--- config.mk ---
export PLATFORM = sky130hd
export DESIGN_NAME = uart_core_param
export DESIGN_NICKNAME = d
export VERILOG_FILES = /design/src/rtl/uart_pkg.sv /design/src/rtl/uart_sync_fifo.sv /design/src/rtl/uart_core_param.sv
export SDC_FILE = /design/constraint.sdc
export NUM_CORES = 1
export LEC_CHECK = 0
export CAP_MARGIN = 20
export CORE_ASPECT_RATIO = 0.6
export CORE_MARGIN = 5
export CORE_UTILIZATION = 30
export CTS_CLUSTER_SIZE = 16
export DETAILED_ROUTE_END_ITERATION = 12
export REMOVE_ABC_BUFFERS = 1
export SLEW_MARGIN = 40
export SYNTH_ARGS = -nofsm -noshare
export SYNTH_HDL_FRONTEND = slang
export SYNTH_SLANG_ARGS = --single-unit
--- constraint.sdc ---
create_clock -name clk -period 3.75 [get_ports clk]
set_input_delay 0.75 -clock clk [delete_from_list [all_inputs] [get_ports clk]]
set_output_delay 0.75 -clock clk [all_outputs]
set_load 0.1 [all_outputs]
--- src/rtl/uart_pkg.sv ---
// Shared definitions for the parametrised UART core: parity modes, FSM states
// and the baud divisor helper.
package uart_pkg;

   localparam int unsigned PAR_NONE = 0;
   localparam int unsigned PAR_ODD  = 1;
   localparam int unsigned PAR_EVEN = 2;

   typedef enum logic [2:0] {
      TX_IDLE,
      TX_START,
      TX_DATA,
      TX_PARITY,
      TX_STOP
   } tx_state_t;

   typedef enum logic [2:0] {
      RX_IDLE,
      RX_START,
      RX_DATA,
      RX_PARITY,
      RX_STOP,
      RX_WAIT_IDLE
   } rx_state_t;

   // Rounded clocks per oversample tick.
   function automatic int unsigned baud_div(input int unsigned clk_hz,
                                            input int unsigned bit_rate,
                                            input int unsigned os);
      int unsigned den;
      den = bit_rate * os;
      return (clk_hz + den / 2) / den;
   endfunction

endpackage

--- src/rtl/uart_sync_fifo.sv ---
// First-word fall-through synchronous FIFO with occupancy level.
// A write while full is taken only when a read frees the slot in the same cycle.
module uart_sync_fifo #(
   parameter int unsigned WIDTH = 8,
   parameter int unsigned DEPTH = 16
) (
   input  logic                     clk,
   input  logic                     rst_n,
   input  logic                     i_wr,
   input  logic [WIDTH-1:0]         i_wr_data,
   input  logic                     i_rd,
   output logic [WIDTH-1:0]         o_rd_data,
   output logic                     o_full,
   output logic                     o_empty,
   output logic [$clog2(DEPTH):0]   o_level
);

   localparam int unsigned AW = $clog2(DEPTH);

   logic [WIDTH-1:0] r_mem [DEPTH];
   logic [AW:0]      r_wr_ptr;
   logic [AW:0]      r_rd_ptr;
   logic             w_do_wr;
   logic             w_do_rd;

   assign o_level   = r_wr_ptr - r_rd_ptr;
   assign o_empty   = (o_level == '0);
   assign o_full    = (o_level == (AW+1)'(DEPTH));
   assign w_do_rd   = i_rd && !o_empty;
   assign w_do_wr   = i_wr && (!o_full || w_do_rd);
   assign o_rd_data = r_mem[r_rd_ptr[AW-1:0]];

   always_ff @(posedge clk) begin
      if (w_do_wr)
         r_mem[r_wr_ptr[AW-1:0]] <= i_wr_data;
   end

   always_ff @(posedge clk) begin
      if (!rst_n) begin
         r_wr_ptr <= '0;
         r_rd_ptr <= '0;
      end else begin
         if (w_do_wr) r_wr_ptr <= r_wr_ptr + 1'b1;
         if (w_do_rd) r_rd_ptr <= r_rd_ptr + 1'b1;
      end
   end

endmodule

--- src/rtl/uart_core_param.sv ---
// Parametrised full-duplex UART: tick generator, TX/RX FSMs and two FIFOs.
// RX FIFO entries are {parity_err, frame_err, data}.
module uart_core_param #(
   parameter int unsigned CLK_HZ     = 50000000,
   parameter int unsigned BIT_RATE   = 9600,
   parameter int unsigned OVERSAMPLE = 16,
   parameter int unsigned DATA_BITS  = 8,
   parameter int unsigned PARITY     = 0,
   parameter int unsigned STOP_BITS  = 1,
   parameter int unsigned FIFO_DEPTH = 16
) (
   input  logic                            clk,
   input  logic                            rst_n,
   input  logic [DATA_BITS-1:0]            tx_data,
   input  logic                            tx_valid,
   output logic                            tx_ready,
   output logic                            txd,
   input  logic                            rxd,
   output logic [DATA_BITS-1:0]            rx_data,
   output logic                            rx_parity_err,
   output logic                            rx_frame_err,
   output logic                            rx_valid,
   input  logic                            rx_ready,
   output logic                            rx_break,
   output logic                            rx_overrun,
   output logic [$clog2(FIFO_DEPTH):0]     tx_level,
   output logic [$clog2(FIFO_DEPTH):0]     rx_level
);

   import uart_pkg::*;

   localparam int unsigned DIV_RAW = baud_div(CLK_HZ, BIT_RATE, OVERSAMPLE);
   localparam int unsigned DIV     = (DIV_RAW < 1) ? 1 : DIV_RAW;
   localparam int unsigned DIV_W   = (DIV > 1) ? $clog2(DIV) : 1;
   localparam int unsigned TW      = $clog2(2 * OVERSAMPLE);
   localparam int unsigned BW      = $clog2(DATA_BITS);

   logic [DIV_W-1:0]      r_div_cnt;
   logic                  w_tick;

   assign w_tick = (r_div_cnt == DIV_W'(DIV - 1));

   always_ff @(posedge clk) begin
      if (!rst_n || w_tick) r_div_cnt <= '0;
      else                  r_div_cnt <= r_div_cnt + 1'b1;
   end

   tx_state_t             r_tx_state;
   logic                  r_txd;
   logic [TW-1:0]         r_tx_tick;
   logic [BW-1:0]         r_tx_bit;
   logic [DATA_BITS-1:0]  r_tx_shift;
   logic                  r_tx_par;
   logic [DATA_BITS-1:0]  w_tx_head;
   logic                  w_tx_full;
   logic                  w_tx_empty;
   logic                  w_tx_pop;
   logic                  w_tx_par;
   logic                  w_tx_bit_end;
   logic                  w_tx_stop_end;

   assign tx_ready      = !w_tx_full;
   assign txd           = r_txd;
   assign w_tx_par      = (PARITY == PAR_ODD) ? ~^w_tx_head : ^w_tx_head;
   assign w_tx_bit_end  = (r_tx_tick == TW'(OVERSAMPLE - 1));
   assign w_tx_stop_end = (r_tx_tick == TW'(STOP_BITS * OVERSAMPLE - 1));
   // Pop from IDLE or straight out of STOP so consecutive frames have no gap.
   assign w_tx_pop      = w_tick && !w_tx_empty &&
                          ((r_tx_state == TX_IDLE) || (r_tx_state == TX_STOP && w_tx_stop_end));

   uart_sync_fifo #(.WIDTH(DATA_BITS), .DEPTH(FIFO_DEPTH)) u_tx_fifo (
      .clk       (clk),
      .rst_n     (rst_n),
      .i_wr      (tx_valid && !w_tx_full),
      .i_wr_data (tx_data),
      .i_rd      (w_tx_pop),
      .o_rd_data (w_tx_head),
      .o_full    (w_tx_full),
      .o_empty   (w_tx_empty),
      .o_level   (tx_level)
   );

   always_ff @(posedge clk) begin
      if (!rst_n) begin
         r_tx_state <= TX_IDLE;
         r_txd      <= 1'b1;
         r_tx_tick  <= '0;
         r_tx_bit   <= '0;
         r_tx_shift <= '0;
         r_tx_par   <= 1'b0;
      end else if (w_tick) begin
         case (r_tx_state)
            TX_IDLE: begin
               if (!w_tx_empty) begin
                  r_tx_state <= TX_START;
                  r_txd      <= 1'b0;
                  r_tx_tick  <= '0;
                  r_tx_shift <= w_tx_head;
                  r_tx_par   <= w_tx_par;
               end
            end
            TX_START: begin
               if (w_tx_bit_end) begin
                  r_tx_state <= TX_DATA;
                  r_txd      <= r_tx_shift[0];
                  r_tx_tick  <= '0;
                  r_tx_bit   <= '0;
               end else r_tx_tick <= r_tx_tick + 1'b1;
            end
            TX_DATA: begin
               if (w_tx_bit_end) begin
                  r_tx_tick <= '0;
                  if (r_tx_bit == BW'(DATA_BITS - 1)) begin
                     if (PARITY == PAR_NONE) begin
                        r_tx_state <= TX_STOP;
                        r_txd      <= 1'b1;
                     end else begin
                        r_tx_state <= TX_PARITY;
                        r_txd      <= r_tx_par;
                     end
                  end else begin
                     r_tx_bit   <= r_tx_bit + 1'b1;
                     r_tx_shift <= r_tx_shift >> 1;
                     r_txd      <= r_tx_shift[1];
                  end
               end else r_tx_tick <= r_tx_tick + 1'b1;
            end
            TX_PARITY: begin
               if (w_tx_bit_end) begin
                  r_tx_state <= TX_STOP;
                  r_txd      <= 1'b1;
                  r_tx_tick  <= '0;
               end else r_tx_tick <= r_tx_tick + 1'b1;
            end
            TX_STOP: begin
               if (w_tx_stop_end) begin
                  r_tx_tick <= '0;
                  if (!w_tx_empty) begin
                     r_tx_state <= TX_START;
                     r_txd      <= 1'b0;
                     r_tx_shift <= w_tx_head;
                     r_tx_par   <= w_tx_par;
                  end else begin
                     r_tx_state <= TX_IDLE;
                     r_txd      <= 1'b1;
                  end
               end else r_tx_tick <= r_tx_tick + 1'b1;
            end
            default: begin
               r_tx_state <= TX_IDLE;
               r_txd      <= 1'b1;
            end
         endcase
      end
   end

   logic                  r_rx_s1;
   logic                  r_rx_s2;
   logic                  r_rx_s3;
   rx_state_t             r_rx_state;
   logic [TW-1:0]         r_rx_tick;
   logic [BW-1:0]         r_rx_bit;
   logic [DATA_BITS-1:0]  r_rx_shift;
   logic                  r_rx_par_bit;
   logic                  r_rx_push;
   logic [DATA_BITS+1:0]  r_rx_wdata;
   logic                  r_rx_break;
   logic                  r_rx_overrun;
   logic [DATA_BITS+1:0]  w_rx_head;
   logic                  w_rx_full;
   logic                  w_rx_empty;
   logic                  w_rx_pop;
   logic                  w_rx_perr;
   logic                  w_rx_bit_end;

   assign rx_valid      = !w_rx_empty;
   assign w_rx_pop      = rx_ready && !w_rx_empty;
   assign rx_data       = w_rx_head[DATA_BITS-1:0];
   assign rx_frame_err  = w_rx_head[DATA_BITS];
   assign rx_parity_err = w_rx_head[DATA_BITS+1];
   assign rx_break      = r_rx_break;
   assign rx_overrun    = r_rx_overrun;
   assign w_rx_bit_end  = (r_rx_tick == TW'(OVERSAMPLE - 1));
   assign w_rx_perr     = (PARITY == PAR_NONE) ? 1'b0 :
                          (PARITY == PAR_ODD)  ? (r_rx_par_bit != ~^r_rx_shift) :
                                                 (r_rx_par_bit != ^r_rx_shift);

   uart_sync_fifo #(.WIDTH(DATA_BITS + 2), .DEPTH(FIFO_DEPTH)) u_rx_fifo (
      .clk       (clk),
      .rst_n     (rst_n),
      .i_wr      (r_rx_push),
      .i_wr_data (r_rx_wdata),
      .i_rd      (w_rx_pop),
      .o_rd_data (w_rx_head),
      .o_full    (w_rx_full),
      .o_empty   (w_rx_empty),
      .o_level   (rx_level)
   );

   always_ff @(posedge clk) begin
      if (!rst_n) begin
         r_rx_s1 <= 1'b1;
         r_rx_s2 <= 1'b1;
         r_rx_s3 <= 1'b1;
      end else begin
         r_rx_s1 <= rxd;
         r_rx_s2 <= r_rx_s1;
         r_rx_s3 <= r_rx_s2;
      end
   end

   always_ff @(posedge clk) begin
      if (!rst_n) begin
         r_rx_state   <= RX_IDLE;
         r_rx_tick    <= '0;
         r_rx_bit     <= '0;
         r_rx_shift   <= '0;
         r_rx_par_bit <= 1'b0;
         r_rx_push    <= 1'b0;
         r_rx_wdata   <= '0;
         r_rx_break   <= 1'b0;
         r_rx_overrun <= 1'b0;
      end else begin
         r_rx_push    <= 1'b0;
         r_rx_break   <= 1'b0;
         // Drop is decided in the cycle the FIFO sees the push, matching its accept rule.
         r_rx_overrun <= r_rx_push && w_rx_full && !w_rx_pop;
         case (r_rx_state)
            RX_IDLE: begin
               if (r_rx_s3 && !r_rx_s2) begin
                  r_rx_state <= RX_START;
                  r_rx_tick  <= '0;
               end
            end
            RX_START: begin
               if (w_tick) begin
                  if (r_rx_tick == TW'(OVERSAMPLE / 2 - 1)) begin
                     r_rx_tick  <= '0;
                     r_rx_bit   <= '0;
                     r_rx_state <= r_rx_s2 ? RX_IDLE : RX_DATA;
                  end else r_rx_tick <= r_rx_tick + 1'b1;
               end
            end
            RX_DATA: begin
               if (w_tick) begin
                  if (w_rx_bit_end) begin
                     r_rx_tick  <= '0;
                     r_rx_shift <= {r_rx_s2, r_rx_shift[DATA_BITS-1:1]};
                     if (r_rx_bit == BW'(DATA_BITS - 1))
                        r_rx_state <= (PARITY == PAR_NONE) ? RX_STOP : RX_PARITY;
                     else
                        r_rx_bit <= r_rx_bit + 1'b1;
                  end else r_rx_tick <= r_rx_tick + 1'b1;
               end
            end
            RX_PARITY: begin
               if (w_tick) begin
                  if (w_rx_bit_end) begin
                     r_rx_tick    <= '0;
                     r_rx_par_bit <= r_rx_s2;
                     r_rx_state   <= RX_STOP;
                  end else r_rx_tick <= r_rx_tick + 1'b1;
               end
            end
            RX_STOP: begin
               if (w_tick) begin
                  if (w_rx_bit_end) begin
                     r_rx_tick <= '0;
                     if (r_rx_shift == '0 && !r_rx_s2) begin
                        r_rx_break <= 1'b1;
                        r_rx_state <= RX_WAIT_IDLE;
                     end else begin
                        r_rx_push  <= 1'b1;
                        r_rx_wdata <= {w_rx_perr, !r_rx_s2, r_rx_shift};
                        r_rx_state <= RX_IDLE;
                     end
                  end else r_rx_tick <= r_rx_tick + 1'b1;
               end
            end
            RX_WAIT_IDLE: begin
               if (r_rx_s2) r_rx_state <= RX_IDLE;
            end
            default: r_rx_state <= RX_IDLE;
         endcase
      end
   end

endmodule

# Word-level counts from Yosys, hierarchy flattened
# Memory sizes are Yosys's and may differ from the RTL's. A register that Yosys moved wholly into a read port is not among the register bits.
# Cells that the tools add are included.
[op_classes]
n_reduce_logical = 47
n_mux = 64
add_sub_neg = 11
bitwise_logic = 1
eq_ne = 37
[ops]
columns = ["cell", "count"]
rows = [
  ["3-bit two-way mux", 26],
  ["2-bit inequality test, second input constant", 19],
  ["5-bit two-way mux", 7],
  ["8-bit two-way mux", 4],
  ["5-bit by 1-bit adder with 5-bit output, second input constant", 6],
  ["8-bit case mux with 3 select lines", 1],
  ["3-bit case mux with 6 select lines", 1],
  ["4-bit two-way mux", 4],
  ["3-bit equality test, second input constant", 5],
  ["3-bit case mux with 5 select lines", 1],
  ["5-bit case mux with 3 select lines", 1],
  ["1-bit two-way mux", 14],
  ["1-bit logical AND", 13],
  ["3-bit by 2-bit equality test with 1-bit output, second input constant", 4],
  ["3-bit case mux with 2 select lines", 2],
  ["4-bit AND reduction", 3],
  ["6-bit AND reduction", 2],
  ["11-bit AND reduction", 1],
  ["5-bit by 4-bit equality test with 1-bit output, second input constant", 2],
  ["5-bit equality test, second input constant", 2],
  ["5-bit zero test", 2],
  ["5-bit case mux with 2 select lines", 1],
  ["5-bit AND reduction", 2],
  ["5-bit subtractor", 2],
  ["19 further kinds", 35],
]
[totals]
out_inout_bits = 25
mem_bits_rw = 272
reg_bits = 83
n_memories = 2
[memory_table]
columns = ["name", "depth", "word_bits", "read_ports", "rd_clocked_by_memory_dff", "wr", "line_no", "rtl"]
rows = [
  ["u_rx_fifo.r_mem", 16, 9, 1, 1, 1, "uart_sync_fifo.sv:20", "logic [WIDTH-1:0] r_mem [DEPTH];"],
  ["u_tx_fifo.r_mem", 16, 8, 1, 1, 1, "uart_sync_fifo.sv:20", ""],
]

# Longest topological paths before layout
# Gate-level depths: netlist (run 1).
[logic_depth]
depth_word = 10
mapped_depth = 13

# Cells and area by module
# Synthesis (run 1) repeated with hierarchy kept, for this count alone.
[unflattened]
hier_cells = 960
area_unflattened_um2 = 15822.7
[modules_own_cells]
columns = ["mod", "n_inst", "area_each_um2", "seq_area_each_um2", "cells_per_inst"]
rows = [
  ["uart_sync_fifo at u_rx_fifo", 1, 6940.4, 5084.9, 328],
  ["uart_sync_fifo at u_tx_fifo", 1, 5740.5, 4124.0, 284],
  ["uart_core_param", 1, 3141.8, 1261.2, 348],
]

# Least setup slack after synthesis (run 1)
# No wires, ideal clock.
[synth_path]
path_kind = "register to register"
start = "register u_tx_fifo.r_wr_ptr[0]"
end = "memory u_tx_fifo.r_mem[4][0], in the netlist u_tx_fifo.r_mem[2][0], enable pin"
n_path_buf = 2
stages_incl_launch_ff = 14
setup_time_ps = 383
required_ps = 3367
setup_slack_ps = -1530
synth_period_minus_slack_ps = 5280
arrival_time_ps = 4896
cell_sequence = "dfxtp_1 -> inv_1 -> ha_1 -> inv_1 -> fa_1 -> xor2_1 -> nand4b_1 -> a211oi_2 -> inv_1 -> and2_1 -> clkbuf_1 -> buf_2 -> nand2_1 -> nor3_1"
[synth_between]
elab_cells_between_ends = 13
cone_classes = "add/sub: 1; eq/ne: 1; mux: 2; reduce/logical: 9"
[synth_lines]
columns = ["element", "line_no", "rtl"]
rows = [
  ["start: declaration", "uart_sync_fifo.sv:21", "logic [AW:0] r_wr_ptr;"],
  ["start signal: assignment", "uart_sync_fifo.sv:43", "if (w_do_wr) r_wr_ptr <= r_wr_ptr + 1'b1;"],
  ["5-bit subtractor *", "uart_sync_fifo.sv:26", "assign o_level = r_wr_ptr - r_rd_ptr;"],
  ["named net tx_level[2]", "uart_core_param.sv:26", "output logic [$clog2(FIFO_DEPTH):0] tx_level,"],
  ["5-bit equality test *", "uart_sync_fifo.sv:28", "assign o_full = (o_level == (AW+1)'(DEPTH));"],
  ["1-bit zero test *", "-", ""],
  ["named net tx_ready", "uart_core_param.sv:16", "output logic tx_ready,"],
  ["1-bit logical AND / 1-bit logical OR (equally long branches)", "uart_core_param.sv:74, uart_sync_fifo.sv:30", ""],
  ["1-bit logical AND *", "uart_sync_fifo.sv:30", "assign w_do_wr = i_wr && (!o_full || w_do_rd);"],
  ["1-bit two-way mux *", "uart_sync_fifo.sv:34", "if (w_do_wr)"],
  ["1-bit two-way mux (not written as such) *", "uart_sync_fifo.sv:35", "r_mem[r_wr_ptr[AW-1:0]] <= i_wr_data;"],
  ["end: declaration", "uart_sync_fifo.sv:20", ""],
]
# Mark *: on every way through the listed nets, which the timed path passes. The rest lies on a longest branch.

# Final worst setup path (run 1)
[layout_path]
start = "register u_tx_fifo.r_wr_ptr[0]"
end = "output tx_ready"
[layout_between]
elab_chain_cells = 3
[layout_lines]
columns = ["element", "line_no", "rtl"]
rows = [
  ["5-bit subtractor", "uart_sync_fifo.sv:26", ""],
  ["5-bit equality test", "uart_sync_fifo.sv:28", ""],
  ["1-bit zero test", "uart_core_param.sv:62", "assign tx_ready = !w_tx_full;"],
  ["end: declaration", "uart_core_param.sv:16", ""],
]
# No other way between the ends.

==> results of run 1 <==
==> kinds of logic (layout without fill, tap and decap cells) <==
group | count (synthesis) | after routing | share of synthesized area
xor+xnor | 19 | 19 | 0.0111
flops | 363 | 363 | 0.665
compound gates | 108 | 108 | 0.0459
simple gates | 243 | 243 | 0.0841
mux | 120 | 120 | 0.147
buf+inv | 77 | 148 | 0.0214
fa+ha+maj | 30 | 30 | 0.0260
other cells | 1 | 1 | 0.000249
==> worst paths after layout <==
kind / start / end / slack, ps / cells past startpoint
max: u_tx_fifo.r_wr_ptr[0] / tx_ready / 160 / 9
min: r_rx_s1 / r_rx_s2 / 400 / 1
max reg2reg: u_rx_fifo.r_wr_ptr[0] / u_rx_fifo.r_mem[11][6] / 410 / 13
min reg2reg: r_rx_s1 / r_rx_s2 / 400 / 1
==> worst register-to-register path, cell delays in order (launching register included) <==
cell	delay, ps
dfxtp_2	350
inv_2	80
ha_1	170
inv_1	70
fa_2	400
xor2_1	190
or3_1	340
nand4b_1	240
buf_4	180
buf_4	130
a211oi_4	280
buf_4	210
nor2_1	70
and2_1	310
==> per-layer routing <==
layer	vias up	share of wire
met5	-	0
li1	3810	-
met2	299	0.39
met4	0	0.019
met1	4285	0.50
met3	40	0.085
==> area by class of cell <==
class / instances / area, µm² / share of cell area
inverter: 26 / 97.6 / 0.00559
tap: 650 / 813 / 0.0466
multi-input combinational: 521 / 4760 / 0.273
timing repair buffer: 57 / 626 / 0.0359
clock inverter: 14 / 111 / 0.00638
clock buffer: 51 / 1040 / 0.0596
sequential: 363 / 10000 / 0.573
==> power by group through the flow <==
| stage | sequential (mW) | clock (mW) | combinational (mW) |
|---|---|---|---|
| final | 4.38 | 3.53 | 2.16 |
| after detailed placement | 4.47 | 0 | 2.11 |
| after global routing | 4.39 | 3.79 | 2.28 |
| after global placement | 4.47 | 0 | 2.11 |
| after CTS | 4.38 | 3.62 | 2.16 |
| after floorplan | 4.55 | 0 | 1.33 |
==> registers in the layout (all words and copies together), names as in the netlist, named ones only <==
register	count
r_rx_s2	1
r_tx_tick	5
r_rx_push	1
txd	1
r_rx_s3	1
u_tx_fifo.r_wr_ptr	5
r_tx_state	3
u_tx_fifo.r_rd_ptr	5
r_div_cnt	9
rx_break	1
u_rx_fifo.r_mem	144
r_tx_bit	3
r_rx_tick	5
r_rx_shift	8
u_tx_fifo.r_mem	128
u_rx_fifo.r_wr_ptr	5
r_rx_s1	1
u_rx_fifo.r_rd_ptr	5
r_rx_bit	3
r_tx_shift	8
rx_overrun	1
r_rx_wdata	9
r_rx_state	3
==> synth_stat cells (11+ instances only) <==
| cell type | count | area (µm²) |
|---|---|---|
| mux2i_1 | 36 | 360 |
| and3_1 | 28 | 175 |
| nand2_1 | 40 | 150 |
| dfxtp_1 | 91 | 1820 |
| ha_1 | 28 | 350 |
| inv_1 | 25 | 93.8 |
| edfxtp_1 | 272 | 8170 |
| nand3_1 | 24 | 120 |
| clkbuf_1 | 28 | 105 |
| nor2_1 | 71 | 267 |
| nor2b_1 | 12 | 75.1 |
| a21oi_1 | 41 | 205 |
| o21ai_0 | 28 | 140 |
| nor3_1 | 11 | 55.1 |
| mux4_2 | 80 | 1800 |
| buf_2 | 17 | 85.1 |
==> repair_timing <==
item | CTS | global route
buffers inserted | 3 | 3
gates resized for setup | 2 | 5
cloned | 0 | 0
pin swaps | 2 | 4
setup endpoints to repair | 1 | 2
==> metrics by stage <==
stage / TNS, ps / cell area (µm²)
after floorplan: -194330 / 14800
after global placement: 0 / 16200
after detailed placement: 0 / 16200
after CTS: 0 / 17400
after global routing: -6.14 / 17400
final: 0 / 17400
==> results by group, run 1 <==
Outcome
  – Status: completed

Finish
  – Share of post-route cells with drive strength above 1: 0.205
  – Fillers: 4677
  – P&R area growth vs syn: 16.1%
  – Fin cells: 1682
  – Most frequent cells in the layout: edfxtp_1 (272), dfxtp_1 (86), mux4_2 (80)
  – Number of inserted diodes: 0
  – Fin util: 0.352
  – Commonest non-fill, non-tap cell in the layout: edfxtp_1
  – NumNets Final: 1048

Setup path
  – Startpoint class of the critical path: flip-flop
  – CP Capture Type: primary output
  – Most common cell on crit path: inv_1
  – Chain of cells forming the critical path: inv_1 -> ha_1 -> inv_1 -> fa_1 -> nand3b_1 -> a211o_1 -> a211oi_4 -> inv_1 -> buf_12
  – Setup Crit Path Kind: reg -> out
  – CP arrival: 2840 ps
  – Max Fanout on Critical Path: 5
  – Critical Path RT: 3000 ps
  – Cell with the biggest individual delay on the critical path: fa_1
  – Slowest stage delay, CP: 530 ps
  – Worst Path Buf+Inv: 4
  – CP top delay family: adder cells

Power and ir drop
  – IR drop worst, VDD: 0.507 mV
  – Tot Pwr: 10.1 mW
  – Gate power share: 0.215
  – Clock power share: 0.350
  – Switch share: 0.293
  – Seq pwr share: 0.435
  – Leak pwr: 5.85 nW
  – Internal Power: 7.12 mW
  – Power per cell area: 577 mW/mm²
  – Psw: 2.96 mW

GRT
  – Met3 Use GR: 0.0334
  – M1 GR Usage: 0.207
  – Vias in the first global route: 8220
  – GRT busiest layer: met1
  – Overflow after GRT: 0
  – Total GRT Usage: 0.127
  – Largest net degree at the start of global routing: 52
  – Antenna violations before repair: 0
  – GRT met2 Usage: 0.164
  – Global-route wire length before repair: 53300 µm

Clock network
  – Htree depth: 2
  – CTS tree: yes
  – Post-cts hold buffer count: 0
  – CTS Buf Count: 36
  – Clock-pin slew of the registers on the worst-case setup and hold paths: 60 ps
  – CTS Buffer Depth: 3
  – Sinks on the clock net: 363
  – Root Buffer: clkbuf_16
  – Skew-Pair Late Insertion Delay: 540 ps

Floorplanning
  – Starting Density: 0.304
  – Num rows: 63
  – Die Y: 183 µm
  – Die width: 299 µm
  – # IOs: 38
  – Die ar.: 0.0548 mm²
  – Core area: 0.0495 mm²

Drt
  – Via count: 8434
  – Drt initial violations: 739
  – # DRC: 0
  – Vias per inst: 5.01
  – Drt pass-1 iters: 5
  – WL/cell: 21.0 µm
  – Post-DRT Antenna Nets: 0
  – Routed Wire Length: 35300 µm

Yosys
  – Syn avg cell area: 15.6 µm²
  – Post-synthesis sequential area ratio: 0.665
  – Cell Area, Synth: 0.0150 mm²
  – Yosys warns: 0
  – Ys async rst share: 0
  – Dominant synthesized flop cell: edfxtp_1
  – EDFF count, synth: 272
  – Cells after synthesis: 961
  – Yosys reg bits: 363
  – Post-synth cell types: 62

STA
  – Crit path time final: 3590 ps
  – Relative slew slack: 0.464
  – Fin. Hold Viols: 0
  – Max Slew Vio Count: 0
  – Post-route worst setup slack: 160 ps
  – Clk_skew: 25.7 ps
  – Hold Slack: 404 ps
  – Final setup violating endpoints: 0
  – Fmax achieved: 279 MHz
  – Worst-margin pin slew: 801 ps
  – Final worst path period share: 0.957

Placed design
  – RePlAce Congestion: 0.781
  – Placed insts: 1611
  – DP Worst Slack: 411 ps
  – I/O Buffers: 36
  – Post-DP HPWL: 23500 µm

Hold path
  – Worst hold path class: reg -> reg

Run
  – Max-Cap Viols: 0
Power figures use the tool's default switching activity.
==> run 2, diff against run 1 <==
- CORE_UTILIZATION: 30 -> 62
- PLACE_DENSITY: default -> 0.8
==> results by group, run 2 (synthesis results as in run 1) <==
STA
  – Relative slew slack: 0.437
  – Max Slew Vio Count: 0
  – Fmax achieved: 275 MHz
  – Fin. Hold Viols: 0
  – Worst-margin pin slew: 844 ps
  – Hold Slack: 411 ps
  – Crit path time final: 3640 ps
  – Final setup violating endpoints: 0
  – Clk_skew: 12.0 ps
  – Post-route worst setup slack: 108 ps
  – Final worst path period share: 0.971

GRT
  – Global-route wire length before repair: 49600 µm
  – Overflow after GRT: 0
  – Largest net degree at the start of global routing: 37
  – Vias in the first global route: 8203
  – Antenna violations before repair: 0
  – Total GRT Usage: 0.239

Clock network
  – Htree depth: 1
  – CTS Buffer Depth: 3
  – Clock-pin slew of the registers on the worst-case setup and hold paths: 70 ps
  – Post-cts hold buffer count: 0
  – Root Buffer: clkbuf_16
  – Sinks on the clock net: 363
  – CTS tree: yes
  – Skew-Pair Late Insertion Delay: 570 ps
  – CTS Buf Count: 31

Placed design
  – DP Area: 0.0158 mm²
  – Placed insts: 1285
  – RePlAce Congestion: 0.844
  – DP Worst Slack: 243 ps
  – I/O Buffers: 36
  – Post-DP HPWL: 21200 µm

Setup path
  – Setup Crit Path Kind: reg -> out
  – Critical Path RT: 3000 ps
  – CP arrival: 2890 ps
  – CP Capture Type: primary output
  – Startpoint class of the critical path: flip-flop
  – Max Fanout on Critical Path: 5

Finish
  – Finished Cell Area: 0.0168 mm²
  – Number of inserted diodes: 0
  – Fin cells: 1347
  – Most frequent cells in the layout: edfxtp_1 (272), dfxtp_1 (86), mux4_2 (80)
  – Commonest non-fill, non-tap cell in the layout: edfxtp_1
  – Fin util: 0.700
  – Share of post-route cells with drive strength above 1: 0.190
  – P&R area growth vs syn: 11.7%
  – NumNets Final: 1044
  – Largest register FFs: 144

Drt
  – Via count: 8555
  – WL/cell: 24.0 µm
  – Drt pass-1 iters: 5
  – Drt initial violations: 875
  – Routed Wire Length: 32300 µm
  – # DRC: 0
  – Vias per inst: 6.35
  – Post-DRT Antenna Nets: 0

Power and ir drop
  – Leak pwr: 5.74 nW
  – IR drop worst, VDD: 0.439 mV
  – Power per cell area: 563 mW/mm²

Floorplanning
  – Die width: 211 µm
  – Num rows: 44
  – Core area: 0.0240 mm²
  – Die ar.: 0.0276 mm²
  – Die Y: 131 µm
  – # IOs: 38
  – Starting Density: 0.626

Hold path
  – Worst hold path class: reg -> reg

Outcome
  – Status: completed

Run
  – Max-Cap Viols: 0
[run 2: cell types whose count changed in the layout (fill, tap and decap cells not counted), moves of 2 or more]
cell,previous run,this run
inv_6,2,0
clkinv_2,7,5
clkbuf_8,4,2
buf_4,28,30
buf_12,14,12
nor3_1,7,10
clkbuf_16,38,32
nor3_2,4,1
clkinv_1,2,6
[run 2: final cells by class]
type | instances | area (µm²)
Fill cell | 1568 | 7210
Sequential cell | 363 | 10000
Inverter | 26 | 97.6
Multi-Input combinational cell | 521 | 4750
Clock inverter | 14 | 75.1
Timing Repair Buffer | 58 | 616
Clock buffer | 43 | 862
Tap cell | 322 | 403
[run 2: where the power goes]
group	switching, mW	leakage (nW)	total, mW	internal [mW]
sequential	0.0753	3.23	4.41	4.34
clock	1.38	0.462	2.98	1.61
combinational	1.26	2.05	2.06	0.801
[run 2: repair_timing]
action / CTS / global route
pin swaps: 0 / 4
endpoints found under the hold margin: 0 / 0
resized for setup: 2 / 7
endpoints found under the setup margin: 1 / 2
gates cloned: 0 / 0
buffers inserted: 1 / 4
[run 2: path summary, 6_finish.rpt]
check / slack [ps] / depth (start not counted) / to / startpoint
max: 110 / 10 / rx_valid / u_rx_fifo.r_wr_ptr[0]
min: 410 / 1 / r_rx_s2 / r_rx_s1
max reg2reg: 180 / 11 / u_rx_fifo.r_mem[0][2] / u_rx_fifo.r_wr_ptr[0]
min reg2reg: 410 / 1 / r_rx_s2 / r_rx_s1
[run 2: layer usage]
metal / track usage / up-vias / share of wire
met5: 0 / - / 0
met4: 0.0457 / 0 / 0.019
met3: 0.0647 / 51 / 0.12
met2: 0.332 / 457 / 0.42
met1: 0.385 / 4236 / 0.45
li1: - / 3811 / -
[run 2: critical path, stage by stage, from the launching register on]
cell and delay [ps]:
dfxtp_2 350, inv_2 90, ha_1 170, inv_1 60
fa_1 460, xor2_1 190, or3_1 320, a211o_1 270
a21oi_2 170, inv_1 80, buf_12 170
[run 2: per-stage QoR]
step           setup TNS [ps]  power [mW]
2_1_floorplan         -194330        5.88
3_3_place_gp                0        6.47
3_5_place_dp                0        6.50
4_1_cts                     0        9.44
5_1_grt                 -4.27        9.78
6_report                    0        9.45
==> run 3, diff against run 2 <==
- PLACE_DENSITY: 0.8 -> 0.85
==> results by group, run 3 (synthesis results as in run 1) <==
Placed design
  – I/O Buffers: 36
  – Post-DP HPWL: 22000 µm
  – DP Area: 0.0158 mm²
  – DP Worst Slack: 264 ps
  – RePlAce Congestion: 0.854

Setup path
  – Most common cell on crit path: inv_1
  – Setup Crit Path Kind: reg -> out
  – Max Fanout on Critical Path: 5
  – Startpoint class of the critical path: flip-flop
  – CP arrival: 2890 ps
  – Cell with the biggest individual delay on the critical path: fa_2
  – Critical Path RT: 3000 ps
  – Slowest stage delay, CP: 400 ps
  – Chain of cells forming the critical path: inv_2 -> ha_1 -> inv_1 -> fa_2 -> xor2_1 -> or3_1 -> a211o_1 -> a21oi_2 -> inv_1 -> buf_12
  – CP Capture Type: primary output

GRT
  – Overflow after GRT: 0
  – Largest net degree at the start of global routing: 53
  – Total GRT Usage: 0.251
  – Global-route wire length before repair: 51900 µm
  – Vias in the first global route: 8409
  – Antenna violations before repair: 0

STA
  – Max Slew Vio Count: 0
  – Fmax achieved: 275 MHz
  – Relative slew slack: 0.434
  – Clk_skew: 13.5 ps
  – RSZ-0062 raised after global routing: false
  – Crit path time final: 3640 ps
  – Post-route worst setup slack: 113 ps
  – Fin. Hold Viols: 0
  – Final worst path period share: 0.970
  – Final setup violating endpoints: 0
  – Worst-margin pin slew: 849 ps

Drt
  – WL/cell: 25.2 µm
  – # DRC: 0
  – Vias per inst: 6.59
  – Drt pass-1 iters: 5
  – Post-DRT Antenna Nets: 0
  – Drt initial violations: 1131
  – Via count: 8863
  – Routed Wire Length: 33900 µm

Clock network
  – CTS Buffer Depth: 3
  – Skew-Pair Late Insertion Delay: 570 ps
  – Htree depth: 1
  – Sinks on the clock net: 363
  – CTS tree: yes
  – Root Buffer: clkbuf_16
  – CTS Buf Count: 31
  – Clock-pin slew of the registers on the worst-case setup and hold paths: 70 ps

Power and ir drop
  – Switch share: 0.289
  – Gate power share: 0.213
  – Psw: 2.75 mW
  – Tot Pwr: 9.52 mW
  – Leak pwr: 5.74 nW
  – Seq pwr share: 0.461
  – Internal Power: 6.77 mW
  – IR drop worst, VDD: 0.526 mV
  – Clock power share: 0.326
  – Power per cell area: 566 mW/mm²

Finish
  – Commonest non-fill, non-tap cell in the layout: edfxtp_1
  – Number of inserted diodes: 0
  – Finished Cell Area: 0.0168 mm²
  – P&R area growth vs syn: 11.8%
  – Fillers: 1529
  – Share of post-route cells with drive strength above 1: 0.196
  – Most frequent cells in the layout: edfxtp_1 (272), dfxtp_1 (86), mux4_2 (80)
  – NumNets Final: 1040
  – Largest register FFs: 144

Floorplanning
  – Die ar.: 0.0276 mm²
  – Die width: 211 µm
  – Core area: 0.0240 mm²
  – Num rows: 44
  – Starting Density: 0.626
  – Die Y: 131 µm
  – # IOs: 38

Outcome
  – Status: completed

Run
  – Max-Cap Viols: 0

Hold path
  – Worst hold path class: reg -> reg
-- run 3: worst max-delay path, delay by kind of cell (launching register included) --
family,cells,cell delay [ps]
XOR/XNOR,1,190
flip-flops,1,350
adder cells (fa/ha/maj),2,560
buffers and inverters,4,410
AND/OR/NAND/NOR,1,320
AO/OA/AOI/OAI,2,470
-- run 3: path summary, 6_finish.rpt --
path | start | endpoint | slack (ps) | depth (start not counted)
setup / recovery | u_rx_fifo.r_wr_ptr[0] | rx_valid | 110 | 10
hold reg to reg | r_rx_s1 | r_rx_s2 | 410 | 1
setup reg to reg | u_rx_fifo.r_wr_ptr[0] | u_rx_fifo.r_mem[14][7] | 240 | 11
hold / removal | r_rx_s1 | r_rx_s2 | 410 | 1
-- run 3: area by class of cell --
class | count | area [µm²] | share of cell area
Tap cell | 322 | 403 | 0.0240
Multi-Input combinational cell | 521 | 4770 | 0.284
Inverter | 26 | 97.6 | 0.00581
Clock buffer | 41 | 855 | 0.0509
Timing Repair Buffer | 54 | 566 | 0.0337
Clock inverter | 17 | 123 | 0.00730
Sequential cell | 363 | 10000 | 0.595
-- run 3: metal layers --
layer  up-vias  global-route usage  share of wire
met4         0              0.0430          0.015
met5         -                   0              0
met1      4429               0.402           0.43
met3        51              0.0728           0.13
li1       3787                   -              -
met2       596               0.350           0.42
-- run 3: what timing repair did --
action / in CTS / in global routing
setup buffers: 1 / 1
hold buffers: 0 / 0
pin swaps: 1 / 2
endpoints found under the setup margin: 1 / 2
gates resized for setup: 2 / 4
-- run 3: stage by stage --
step                utilization  TNS, ps  hold slack [ps]  cells
finish                    0.700        0              405   1344
global route              0.700        0              439   1344
CTS                       0.699        0              407   1343
detailed placement        0.658        0              392   1284
global placement          0.658        0              391   1284
floorplan                     -  -194330              386    910
-- run 3: power groups by stage --
stage	logic [mW]	registers, mW	clock network [mW]
2_1_floorplan	1.33	4.55	0
3_3_place_gp	1.97	4.47	0
3_5_place_dp	2.01	4.47	0
4_1_cts	2.03	4.38	3.13
5_1_grt	2.12	4.39	3.32
6_report	2.03	4.38	3.10
